`src/rtl/fifo_pkg.sv`:
```
// Shared types and elaboration helpers for the single-clock FIFO family.
package fifo_pkg;

  // Registered status flags, kept together so they reset and update as one.
  typedef struct packed {
    logic wfull;
    logic wafull;
    logic rempty;
    logic raempty;
  } fifo_flags_t;

  // Checks that the thresholds fit the configured depth.
  function automatic bit thr_ok(input int aw, input int afn, input int aen);
    return (aw >= 1) && (afn >= 0) && (afn <= (1 << aw)) &&
           (aen >= 0) && (aen < (1 << aw));
  endfunction

endpackage

```
`src/rtl/sfifo_ctrl.sv`:
```
// Pointer, occupancy, flag and sticky-error bookkeeping for sfifo.
module sfifo_ctrl
  import fifo_pkg::*;
#(
  parameter int AW  = 4,
  parameter int AFN = 2**AW-4,
  parameter int AEN = 1
) (
  input  logic          clk,
  input  logic          reset_n,
  input  logic          clr,
  input  logic          we,
  input  logic          re,
  output logic          wt,
  output logic          rd,
  output logic [AW-1:0] wptr,
  output logic [AW-1:0] rptr,
  output logic [AW:0]   num,
  output logic          wfull,
  output logic          wafull,
  output logic          rempty,
  output logic          raempty,
  output logic          overflow,
  output logic          underflow
);

  localparam logic [AW:0] DEPTH_W = (AW+1)'(2**AW);
  localparam logic [AW:0] AFN_W   = (AW+1)'(AFN);
  localparam logic [AW:0] AEN_W   = (AW+1)'(AEN);
  localparam fifo_flags_t FLAGS_RST = '{
    wfull:   1'b0,
    wafull:  (AFN == 0) ? 1'b1 : 1'b0,
    rempty:  1'b1,
    raempty: 1'b1
  };

  generate
    if (!thr_ok(AW, AFN, AEN)) begin : g_thr_bad
      $fatal(1, "sfifo_ctrl: AFN/AEN out of range for AW");
    end
  endgenerate

  logic [AW-1:0] wptr_reg;
  logic [AW-1:0] rptr_reg;
  logic [AW:0]   num_reg;
  logic [AW:0]   num_next;
  fifo_flags_t   flags_reg;
  fifo_flags_t   flags_next;
  logic          overflow_reg;
  logic          underflow_reg;

  // Acceptance is judged on this cycle's registered flags; flush blocks both sides.
  always_comb begin
    wt = we & ~flags_reg.wfull  & ~clr;
    rd = re & ~flags_reg.rempty & ~clr;
    num_next = num_reg + {{AW{1'b0}}, wt} - {{AW{1'b0}}, rd};
    flags_next.wfull   = (num_next == DEPTH_W);
    flags_next.wafull  = (num_next >= AFN_W);
    flags_next.rempty  = (num_next == '0);
    flags_next.raempty = (num_next <= AEN_W);
  end

  // State update: flush restores the reset picture, errors are sticky otherwise.
  always_ff @(posedge clk or negedge reset_n) begin
    if (!reset_n) begin
      wptr_reg      <= '0;
      rptr_reg      <= '0;
      num_reg       <= '0;
      flags_reg     <= FLAGS_RST;
      overflow_reg  <= 1'b0;
      underflow_reg <= 1'b0;
    end else if (clr) begin
      wptr_reg      <= '0;
      rptr_reg      <= '0;
      num_reg       <= '0;
      flags_reg     <= FLAGS_RST;
      overflow_reg  <= 1'b0;
      underflow_reg <= 1'b0;
    end else begin
      if (wt) wptr_reg <= wptr_reg + 1'b1;
      if (rd) rptr_reg <= rptr_reg + 1'b1;
      num_reg   <= num_next;
      flags_reg <= flags_next;
      if (we & flags_reg.wfull)  overflow_reg  <= 1'b1;
      if (re & flags_reg.rempty) underflow_reg <= 1'b1;
    end
  end

  assign wptr      = wptr_reg;
  assign rptr      = rptr_reg;
  assign num       = num_reg;
  assign wfull     = flags_reg.wfull;
  assign wafull    = flags_reg.wafull;
  assign rempty    = flags_reg.rempty;
  assign raempty   = flags_reg.raempty;
  assign overflow  = overflow_reg;
  assign underflow = underflow_reg;

endmodule

```
`src/rtl/sfifo.sv`:
```
// Single-clock FIFO: storage array plus registered or fall-through read path.
module sfifo
  import fifo_pkg::*;
#(
  parameter int AW   = 4,
  parameter int DW   = 32,
  parameter int AFN  = 2**AW-4,
  parameter int AEN  = 1,
  parameter int FWFT = 0
) (
  input  logic          clk,
  input  logic          reset_n,
  input  logic          clr,
  input  logic          we,
  input  logic [DW-1:0] d,
  input  logic          re,
  output logic [DW-1:0] q,
  output logic          wfull,
  output logic          wafull,
  output logic          rempty,
  output logic          raempty,
  output logic [AW:0]   num,
  output logic          overflow,
  output logic          underflow
);

  logic          wt;
  logic          rd;
  logic [AW-1:0] wptr;
  logic [AW-1:0] rptr;
  logic [DW-1:0] mem_reg [2**AW];
  logic [DW-1:0] head;
  logic [DW-1:0] q_reg;

  sfifo_ctrl #(
    .AW  (AW),
    .AFN (AFN),
    .AEN (AEN)
  ) u_ctrl (
    .clk       (clk),
    .reset_n   (reset_n),
    .clr       (clr),
    .we        (we),
    .re        (re),
    .wt        (wt),
    .rd        (rd),
    .wptr      (wptr),
    .rptr      (rptr),
    .num       (num),
    .wfull     (wfull),
    .wafull    (wafull),
    .rempty    (rempty),
    .raempty   (raempty),
    .overflow  (overflow),
    .underflow (underflow)
  );

  // Write port; contents survive flush and reset, the pointers make them unreachable.
  always_ff @(posedge clk) begin
    if (wt) mem_reg[wptr] <= d;
  end

  assign head = mem_reg[rptr];

  // Registered read data: loads the head on an accepted pop, cleared by flush.
  always_ff @(posedge clk or negedge reset_n) begin
    if (!reset_n)  q_reg <= '0;
    else if (clr)  q_reg <= '0;
    else if (rd)   q_reg <= head;
  end

  assign q = (FWFT != 0) ? head : q_reg;

endmodule

```
`config.mk`:
```
export PLATFORM = sky130hd
export DESIGN_NAME = sfifo
export DESIGN_NICKNAME = d
export VERILOG_FILES = /design/src/rtl/fifo_pkg.sv /design/src/rtl/sfifo_ctrl.sv /design/src/rtl/sfifo.sv
export SDC_FILE = /design/constraint.sdc
export NUM_CORES = 1
export LEC_CHECK = 0
export BUFFER_PORTS_ARGS = -buffer_cell sky130_fd_sc_hd__buf_2
export CAP_MARGIN = 10
export CORE_MARGIN = 3
export CORE_UTILIZATION = 40
export DETAILED_ROUTE_END_ITERATION = 12
export PLACE_DENSITY = 0.59
export SLEW_MARGIN = 20
export SYNTH_ARGS = -nofsm -noshare
export SYNTH_HDL_FRONTEND = slang
export SYNTH_SLANG_ARGS = --single-unit
```
`constraint.sdc`:
```
create_clock -name clk -period 2.64 [get_ports clk]
set_input_delay 0.132 -clock clk [delete_from_list [all_inputs] [get_ports clk]]
set_output_delay 0.132 -clock clk [all_outputs]
set_load 0.01 [all_outputs]
```
==> impl_summary.log, run 1 <==
[metrics] run status: complete, no violations
[metrics] element type at the critical path end: flip-flop
[metrics] multiplexer share of the synthesized area: 0.154
[metrics] dominant register cell in the synthesized netlist: sky130_fd_sc_hd__edfxtp_1
[metrics] buffer levels on the longest clock path: 3
[metrics] number of nets in the layout: 1,279
[metrics] share of power burned in the clock network: 0.377
[metrics] share of total power in combinational logic: 0.123
[metrics] xor and xnor fraction of the mapped netlist area: 0.00320
[metrics] final hold viol count: 0
[metrics] Least-Margin Pin Slew: 0.656 ns
[metrics] post-route clock period utilization: 0.959
[metrics] via count of the first global-routing pass: 11,233
[metrics] wire length of the first global-routing pass: 74,100 um
[metrics] ports placed on the boundary: 80
[metrics] clock tree from TritonCTS: done
[metrics] Congestion Overflow GR: 0
[metrics] overall die area: 0.0575 mm^2
[metrics] adder-cell share of the synthesized area: 0.00664
[metrics] count of final setup violators: 0
[metrics] filler cell count: between 4,000 and 5,000
[metrics] cell chain of the critical path: nand2b_4 > nor2_1 > ha_1 > inv_1 > ha_4 > inv_1 > fa_2 > nand2b_4 > o311ai_4 > nand4b_1 > o31ai_2
[metrics] reported net switching power: 4920 uW
[metrics] largest incremental delay on the critical path: 0.53 ns
[metrics] Clock transition at path regs: about 0.060 ns
[metrics] average wire per standard cell: around 25 um
[metrics] overall track demand over capacity in global routing: 0.177
[metrics] share of synthesized area occupied by flip-flops and latches: 0.761
[metrics] largest voltage drop on the vdd net: around 490 uV
[metrics] cell family with most CP delay: adder cells
[metrics] Unique masters post-synth: 45
[metrics] number of antenna violations at the first check in global routing: 1
[metrics] count of antenna-violating nets left after detailed routing: 0
[metrics] Power Dens Cells: roughly 800 mW/mm^2
[metrics] cells after synthesis: 1,053
[metrics] Slew headroom: 0.563
[metrics] setup skew after layout: 0.0232 ns
[metrics] number of max-slew violations in the final report: 0
[metrics] Data arrival, critical path: a little over 3 ns
[metrics] Power Internal: 15,600 uW
[metrics] fraction of power consumed by sequential logic: 0.499
[metrics] buffers added on ports: 79
[metrics] Core Area: 0.0539 mm^2
[metrics] average cell area after synthesis: about 21 um^2
[metrics] global placer's final weighted congestion: roughly 0.73
[metrics] Cell Rows: 85
[metrics] post-CTS repair timing setup buffer count: 0
[metrics] register area: 0.0167 mm^2
[metrics] synthesized-area fraction occupied by ao, oa, aoi and oai cells: 0.0377
[metrics] Residual DRC: 0
[metrics] crit start category: flip-flop
[metrics] required time at the worst-slack endpoint: 3.15 ns
[metrics] leading cell type in the layout, fill and taps excluded: sky130_fd_sc_hd__edfxtp_1
[metrics] proportion of layout cells with a drive suffix above 1: 0.259
[metrics] Buffers & Inverters on Critical Path: 2
[metrics] final HPWL from detailed placement: 27,700 um
[metrics] #FFs+latches synth: 563
[metrics] number of H-tree levels: 2
[metrics] initial core utilization: 0.406
[metrics] combinational family with the most area after synthesis: multiplexers
[metrics] sink count of the clock tree: 563
[metrics] leakage power: 0.00853 uW
[metrics] P&R area growth vs syn: 18.0%
[metrics] count of inserted antenna diode cells: 0
[metrics] synthesized cell area: 0.0219 mm^2
[metrics] RSZ-0062 raised after global routing: no
[metrics] flip-flop count of the largest register, all copies and words added: 512
[metrics] number of max-cap violations: 0
[metrics] most frequent cells in the layout: sky130_fd_sc_hd__edfxtp_1 (512), sky130_fd_sc_hd__buf_2 (79), sky130_fd_sc_hd__a22oi_1 (63)
[metrics] Post-Place Cells: 1,831
[metrics] drt via density: 5.49
[metrics] critical path class: flip-flop to flip-flop
[metrics] Inserted Clock Buffers: 56
[metrics] crit path max-delay cell type: sky130_fd_sc_hd__dfstp_2
[metrics] clock root buffer: sky130_fd_sc_hd__clkbuf_16
[metrics] width of the die: 240 um
[metrics] YS warnings: 0
[metrics] Die Ht: 240 um
[metrics] share of flip-flops with an asynchronous set or reset after synthesis: 0.0906
[metrics] wire length reported by the detailed router: 50,200 um
[metrics] non-filler instance count after layout: approximately 2,000
[metrics] clock latency at the later pin of the worst-skew pair: 0.62 ns
[metrics] switching part of the total power: 0.240
[metrics] DR iter-0 viols: 874
[metrics] number of synthesized flops with an enable pin: 512
[metrics] area fraction in and, or, nand and nor cells after synthesis: 0.0193
[metrics] net count after synthesis: 1,101
[metrics] largest net degree at the start of global routing: approximately 50
[metrics] summed negative setup slack over all endpoints: 0 ns
[metrics] Tmin final: 2.53 ns
[metrics] area occupied by multi-input gates: 0.00504 mm^2
[metrics] maximum fanout count along the critical path: 3
[metrics] highest clock frequency the design can meet: 0.395 GHz
[metrics] class of the most critical hold timing path: input port to asynchronous set/reset pin
[metrics] total number of vias: 10,832
[metrics] First-pass DRT Iterations: 5
==> power by group through the flow <==
stage / clock, uW / combinational, uW / sequential (uW)
5_1_grt: 8330 / 2760 / 10300
4_1_cts: 7930 / 2500 / 10300
3_3_place_gp: 0 / 2320 / 10400
2_1_floorplan: 0 / 1430 / 10400
6_report: 7750 / 2530 / 10200
3_5_place_dp: 0 / 2370 / 10400
==> path summary, 6_finish.rpt <==
path                               startpoint             end  slack [ns]  cells after the start
worst max-delay path            u_ctrl.rempty   u_ctrl.rempty        0.11                     11
worst min-delay path                  reset_n           q[28]        0.09                      2
worst max register to register  u_ctrl.rempty   u_ctrl.rempty        0.11                     11
worst min register to register           q[6]            q[6]        0.50                      2
max in group asynchronous             reset_n  u_ctrl.rptr[1]        1.87                      3
min in group clk                         d[7]   mem_reg[7][7]        0.43                      2
==> final cells by class <==
| cell class | count | area share |
|---|---|---|
| tap | 696 | 0.0337 |
| inverter | 14 | 0.00204 |
| sequential | 563 | 0.646 |
| clock buffer | 81 | 0.0607 |
| clock inverter | 23 | 0.00887 |
| timing repair buffer | 176 | 0.0535 |
| multi-input combinational | 420 | 0.195 |
==> synthesized netlist by cell type, types with 2 or more instances <==
master | number | area, um^2
sky130_fd_sc_hd__o211ai_1 | 31 | 233
sky130_fd_sc_hd__buf_1 | 2 | 7.51
sky130_fd_sc_hd__o21ai_0 | 2 | 10.0
sky130_fd_sc_hd__a21oi_1 | 8 | 40.0
sky130_fd_sc_hd__inv_1 | 13 | 48.8
sky130_fd_sc_hd__xnor2_1 | 4 | 35.0
sky130_fd_sc_hd__nand2_1 | 42 | 158
sky130_fd_sc_hd__mux4_2 | 44 | 991
sky130_fd_sc_hd__buf_2 | 10 | 50.1
sky130_fd_sc_hd__o31ai_1 | 2 | 15.0
sky130_fd_sc_hd__mux2i_1 | 62 | 621
sky130_fd_sc_hd__a22oi_1 | 63 | 473
sky130_fd_sc_hd__clkbuf_1 | 23 | 86.3
sky130_fd_sc_hd__nor2b_1 | 6 | 37.5
sky130_fd_sc_hd__mux4_1 | 53 | 1390
sky130_fd_sc_hd__nand3_1 | 4 | 20.0
sky130_fd_sc_hd__ha_1 | 10 | 125
sky130_fd_sc_hd__edfxtp_1 | 512 | 15400
sky130_fd_sc_hd__or3_1 | 3 | 18.8
sky130_fd_sc_hd__buf_6 | 10 | 113
sky130_fd_sc_hd__buf_4 | 9 | 67.6
sky130_fd_sc_hd__nand2b_1 | 2 | 12.5
sky130_fd_sc_hd__xor2_1 | 4 | 35.0
sky130_fd_sc_hd__dfrtp_1 | 49 | 1230
sky130_fd_sc_hd__nor2_1 | 30 | 113
sky130_fd_sc_hd__dfstp_2 | 2 | 52.6
sky130_fd_sc_hd__nor3_1 | 4 | 20.0
sky130_fd_sc_hd__mux2_2 | 32 | 360
==> cells by family (layout without fill, tap and decap cells) <==
family	after synthesis	in the layout
buf+inv	70	294
simple gates	97	97
mux	191	191
xor+xnor	8	8
fa+ha+maj	11	11
compound gates	113	113
flops	563	563
==> layer usage <==
metal  wire length [um]  global-route usage  share of wire
met3               2600              0.0328          0.052
met5                 13                   0        0.00026
met2              24300               0.292           0.48
met4               1040              0.0457          0.021
met1              22200               0.246           0.44
==> metrics by stage <==
step	util	power (uW)	setup slack, ns	area [um^2]	hold WS [ns]
final	0.479	20500	0.108	25800	0.0917
after global routing	0.479	21400	0.0111	25800	0.127
after CTS	0.478	20700	0.0401	25800	0.0819
after detailed placement	0.437	12800	-0.120	23600	0.197
after global placement	0.437	12800	-0.0444	23600	0.187
after floorplan	-	11900	-0.0102	21900	-0.164
==> timing repair <==
item                                    in CTS  in global routing
gates resized for setup                      7                  7
hold buffers                                38                  0
endpoints found under the hold margin      545                  0
pin swaps                                    6                  2
endpoints found under the setup margin       4                  5
Note: power is estimated with default switching activity, not from simulation.
==> run 2: changes to the inputs <==
- PLACE_DENSITY: 0.59 -> 0.61
==> run 2 against run 1 <==
  * Design area grew 0.72%
  * Core utilization grew 0.34 points
  * Combinational power is essentially flat
  * Global-route usage shrank 0.26 points
  * Total power grew 3.0%
  * Worst hold slack lost 0.059 ns
  * Worst setup slack gained 0.014 ns
  * First-iteration DRC count grew 8.8%
  * Critical path depth is the same
  * Sequential cell count is the same
  * Register-to-register slack is essentially flat
  * Critical path type unchanged
  * Critical endpoint unchanged
  * Largest power group unchanged
==> impl_summary.log, run 2 (same netlist as run 1, synthesis figures left out) <==
[metrics] most frequent cells in the layout: sky130_fd_sc_hd__edfxtp_1 (512), sky130_fd_sc_hd__buf_2 (79), sky130_fd_sc_hd__a22oi_1 (63)
[metrics] final HPWL from detailed placement: 27,900 um (+0.90%)
[metrics] clock root buffer: sky130_fd_sc_hd__clkbuf_16
[metrics] Slew headroom: 0.645 (+0.0825)
[metrics] final hold viol count: 0 (unchanged)
[metrics] number of max-cap violations: 0 (unchanged)
[metrics] buffer levels on the longest clock path: 3 (unchanged)
[metrics] share of total power in combinational logic: 0.119 (-0.004)
[metrics] Die Ht: 240 um (unchanged)
[metrics] width of the die: 240 um (unchanged)
[metrics] crit start category: flip-flop
[metrics] cell family with most CP delay: adder cells
[metrics] sink count of the clock tree: 563 (unchanged)
[metrics] switching part of the total power: 0.234 (-0.00597)
[metrics] class of the most critical hold timing path: input port to asynchronous set/reset pin
[metrics] Least-Margin Pin Slew: 0.532 ns (-0.124 ns)
[metrics] count of final setup violators: 0 (unchanged)
[metrics] Congestion Overflow GR: 0 (unchanged)
[metrics] First-pass DRT Iterations: 5 (unchanged)
[metrics] Power Internal: 16,200 uW (+3.8%)
[metrics] fraction of power consumed by sequential logic: 0.485 (-0.014)
[metrics] total power consumption of the routed design: 21,100 uW (+3.0%)
[metrics] element type at the critical path end: flip-flop
[metrics] reg2reg setup slack: 0.12 ns (about the same)
[metrics] Buffers & Inverters on Critical Path: 2 (unchanged)
[metrics] clock latency at the later pin of the worst-skew pair: 0.60 ns (-0.02 ns)
[metrics] share of power burned in the clock network: 0.396 (+0.019)
[metrics] number of max-slew violations in the final report: 0 (unchanged)
[metrics] setup skew after layout: 0.0149 ns (-0.00832 ns)
[metrics] Clock transition at path regs: 0.06 ns (about the same)
[metrics] maximum fanout count along the critical path: 3 (unchanged)
[metrics] Inserted Clock Buffers: 57 (+1.8%)
[metrics] P&R area growth vs syn: 18.8%
[metrics] total number of vias: 10,894 (+0.57%)
[metrics] post-CTS repair timing setup buffer count: 0 (unchanged)
[metrics] critical path class: flip-flop to flip-flop
[metrics] Data arrival, critical path: 3.03 ns (-0.02 ns)
[metrics] Power Dens Cells: 813 mW/mm^2 (+2.2%)
[metrics] largest incremental delay on the critical path: 0.53 ns (about the same)
[metrics] number of H-tree levels: 2 (unchanged)
[metrics] Cell Rows: 85 (unchanged)
[metrics] leading cell type in the layout, fill and taps excluded: sky130_fd_sc_hd__edfxtp_1
[metrics] initial core utilization: 0.406 (unchanged)
[metrics] drt via density: 5.48 (-0.24%)
[metrics] Post-Route Utilization: 0.482 (+0.00343)
[metrics] cell chain of the critical path: nand2b_4 > nor2_1 > ha_1 > inv_1 > ha_2 > inv_1 > fa_2 > nand2b_4 > o311ai_4 > nand4b_1 > o31ai_2
[metrics] leakage power: 0.00865 uW (+1.3%)
[metrics] highest clock frequency the design can meet: 0.397 GHz (+0.55%)
[metrics] buffers added on ports: 79 (unchanged)
[metrics] largest voltage drop on the vdd net: 465 uV (-5.5%)
[metrics] Residual DRC: 0 (unchanged)
[metrics] overall track demand over capacity in global routing: 0.175 (-0.00256)
[metrics] filler cell count: 4,414 (+0.023%)
[metrics] DR iter-0 viols: 951 (+8.8%)
[metrics] largest net degree at the start of global routing: 54 (+5.9%)
[metrics] Core Area: 0.0539 mm^2 (unchanged)
[metrics] global placer's final weighted congestion: 0.731 (-0.46%)
[metrics] reported net switching power: 4940 uW (+0.41%)
[metrics] post-route clock period utilization: 0.954 (-0.00528)
[metrics] run status: complete, no violations
[metrics] number of antenna violations at the first check in global routing: 1 (unchanged)
[metrics] flip-flop count of the largest register, all copies and words added: 512 (unchanged)
[metrics] required time at the worst-slack endpoint: 3.15 ns (about the same)
[metrics] number of nets in the layout: 1,291 (+0.94%)
[metrics] count of antenna-violating nets left after detailed routing: 0 (unchanged)
[metrics] ports placed on the boundary: 80 (unchanged)
[metrics] wire length of the first global-routing pass: 73,700 um (-0.52%)
[metrics] wire length reported by the detailed router: 49,600 um (-1.2%)
[metrics] average wire per standard cell: 24.9 um (-2.0%)
[metrics] overall die area: 0.0575 mm^2 (unchanged)
[metrics] proportion of layout cells with a drive suffix above 1: 0.270 (+0.0109)
[metrics] crit path max-delay cell type: sky130_fd_sc_hd__dfstp_2
[metrics] via count of the first global-routing pass: 11,287 (+0.48%)
[metrics] Hold Worst Slack: 0.0327 ns (-0.0591 ns)
[metrics] clock tree from TritonCTS: done
[metrics] Tmin final: 2.52 ns (-0.0139 ns)
-- run 2: changes by cell type in the layout (fill, tap and decap cells not counted), sizes merged --
cell / previous run / this run
clkinv: 13 / 19
clkinvlp: 3 / 4
inv: 18 / 15
buf: 138 / 149
diode: 0 / 1
clkbuf: 81 / 75
bufinv: 3 / 9
-- run 2: area by class of cell --
cell class	instances	area, um^2	share of cell area
Timing Repair Buffer	187	1410	0.0544
Clock buffer	75	1550	0.0595
Antenna cell	1	2.50	0.0000963
Multi-Input combinational cell	420	5020	0.193
Clock inverter	33	417	0.0160
Sequential cell	563	16700	0.641
Tap cell	696	871	0.0335
Inverter	14	52.6	0.00202
-- run 2: stage by stage --
step	cell area [um^2]	setup TNS [ns]	setup WS, ns	instances
5_1_grt	26000	-0.00972	-0.00972	1989
3_5_place_dp	23600	-0.00671	-0.00671	1842
4_1_cts	25900	-0.0107	-0.00757	1988
2_1_floorplan	21900	-0.975	-0.0102	1053
6_report	26000	0	0.122	1989
3_3_place_gp	23600	-0.0121	-0.0121	1842
-- run 2: final timing paths --
path,to,cells past startpoint,start
setup reg to reg,u_ctrl.rempty,11,u_ctrl.rempty
min in group clk,u_ctrl.num[0],6,clr
hold reg to reg,q[1],2,q[1]
setup / recovery,u_ctrl.rempty,11,u_ctrl.rempty
hold / removal,q[31],2,reset_n
max in group asynchronous,u_ctrl.rempty,3,reset_n
-- run 2: per-layer routing --
| metal | GRT usage | up-vias | routed length (um) |
|---|---|---|---|
| li1 | - | 4753 | - |
| met1 | 0.244 | 5763 | 21800 |
| met2 | 0.284 | 301 | 23800 |
| met3 | 0.0344 | 77 | 2870 |
| met4 | 0.0464 | 0 | 1080 |
| met5 | 0 | - | 0 |
-- run 2: what timing repair did --
item / CTS / global route
pin swaps: 1 / 7
resized for setup: 1 / 10
hold buffers: 38 / 0
endpoints found under the setup margin: 1 / 5
endpoints found under the hold margin: 543 / 0
-- run 2: power groups by stage --
stage	clock network, uW	registers, uW	logic (uW)
after floorplan	0	10400	1430
after global placement	0	10400	2360
after detailed placement	0	10400	2400
after CTS	8540	10300	2470
after global routing	8890	10300	2740
final	8370	10300	2520
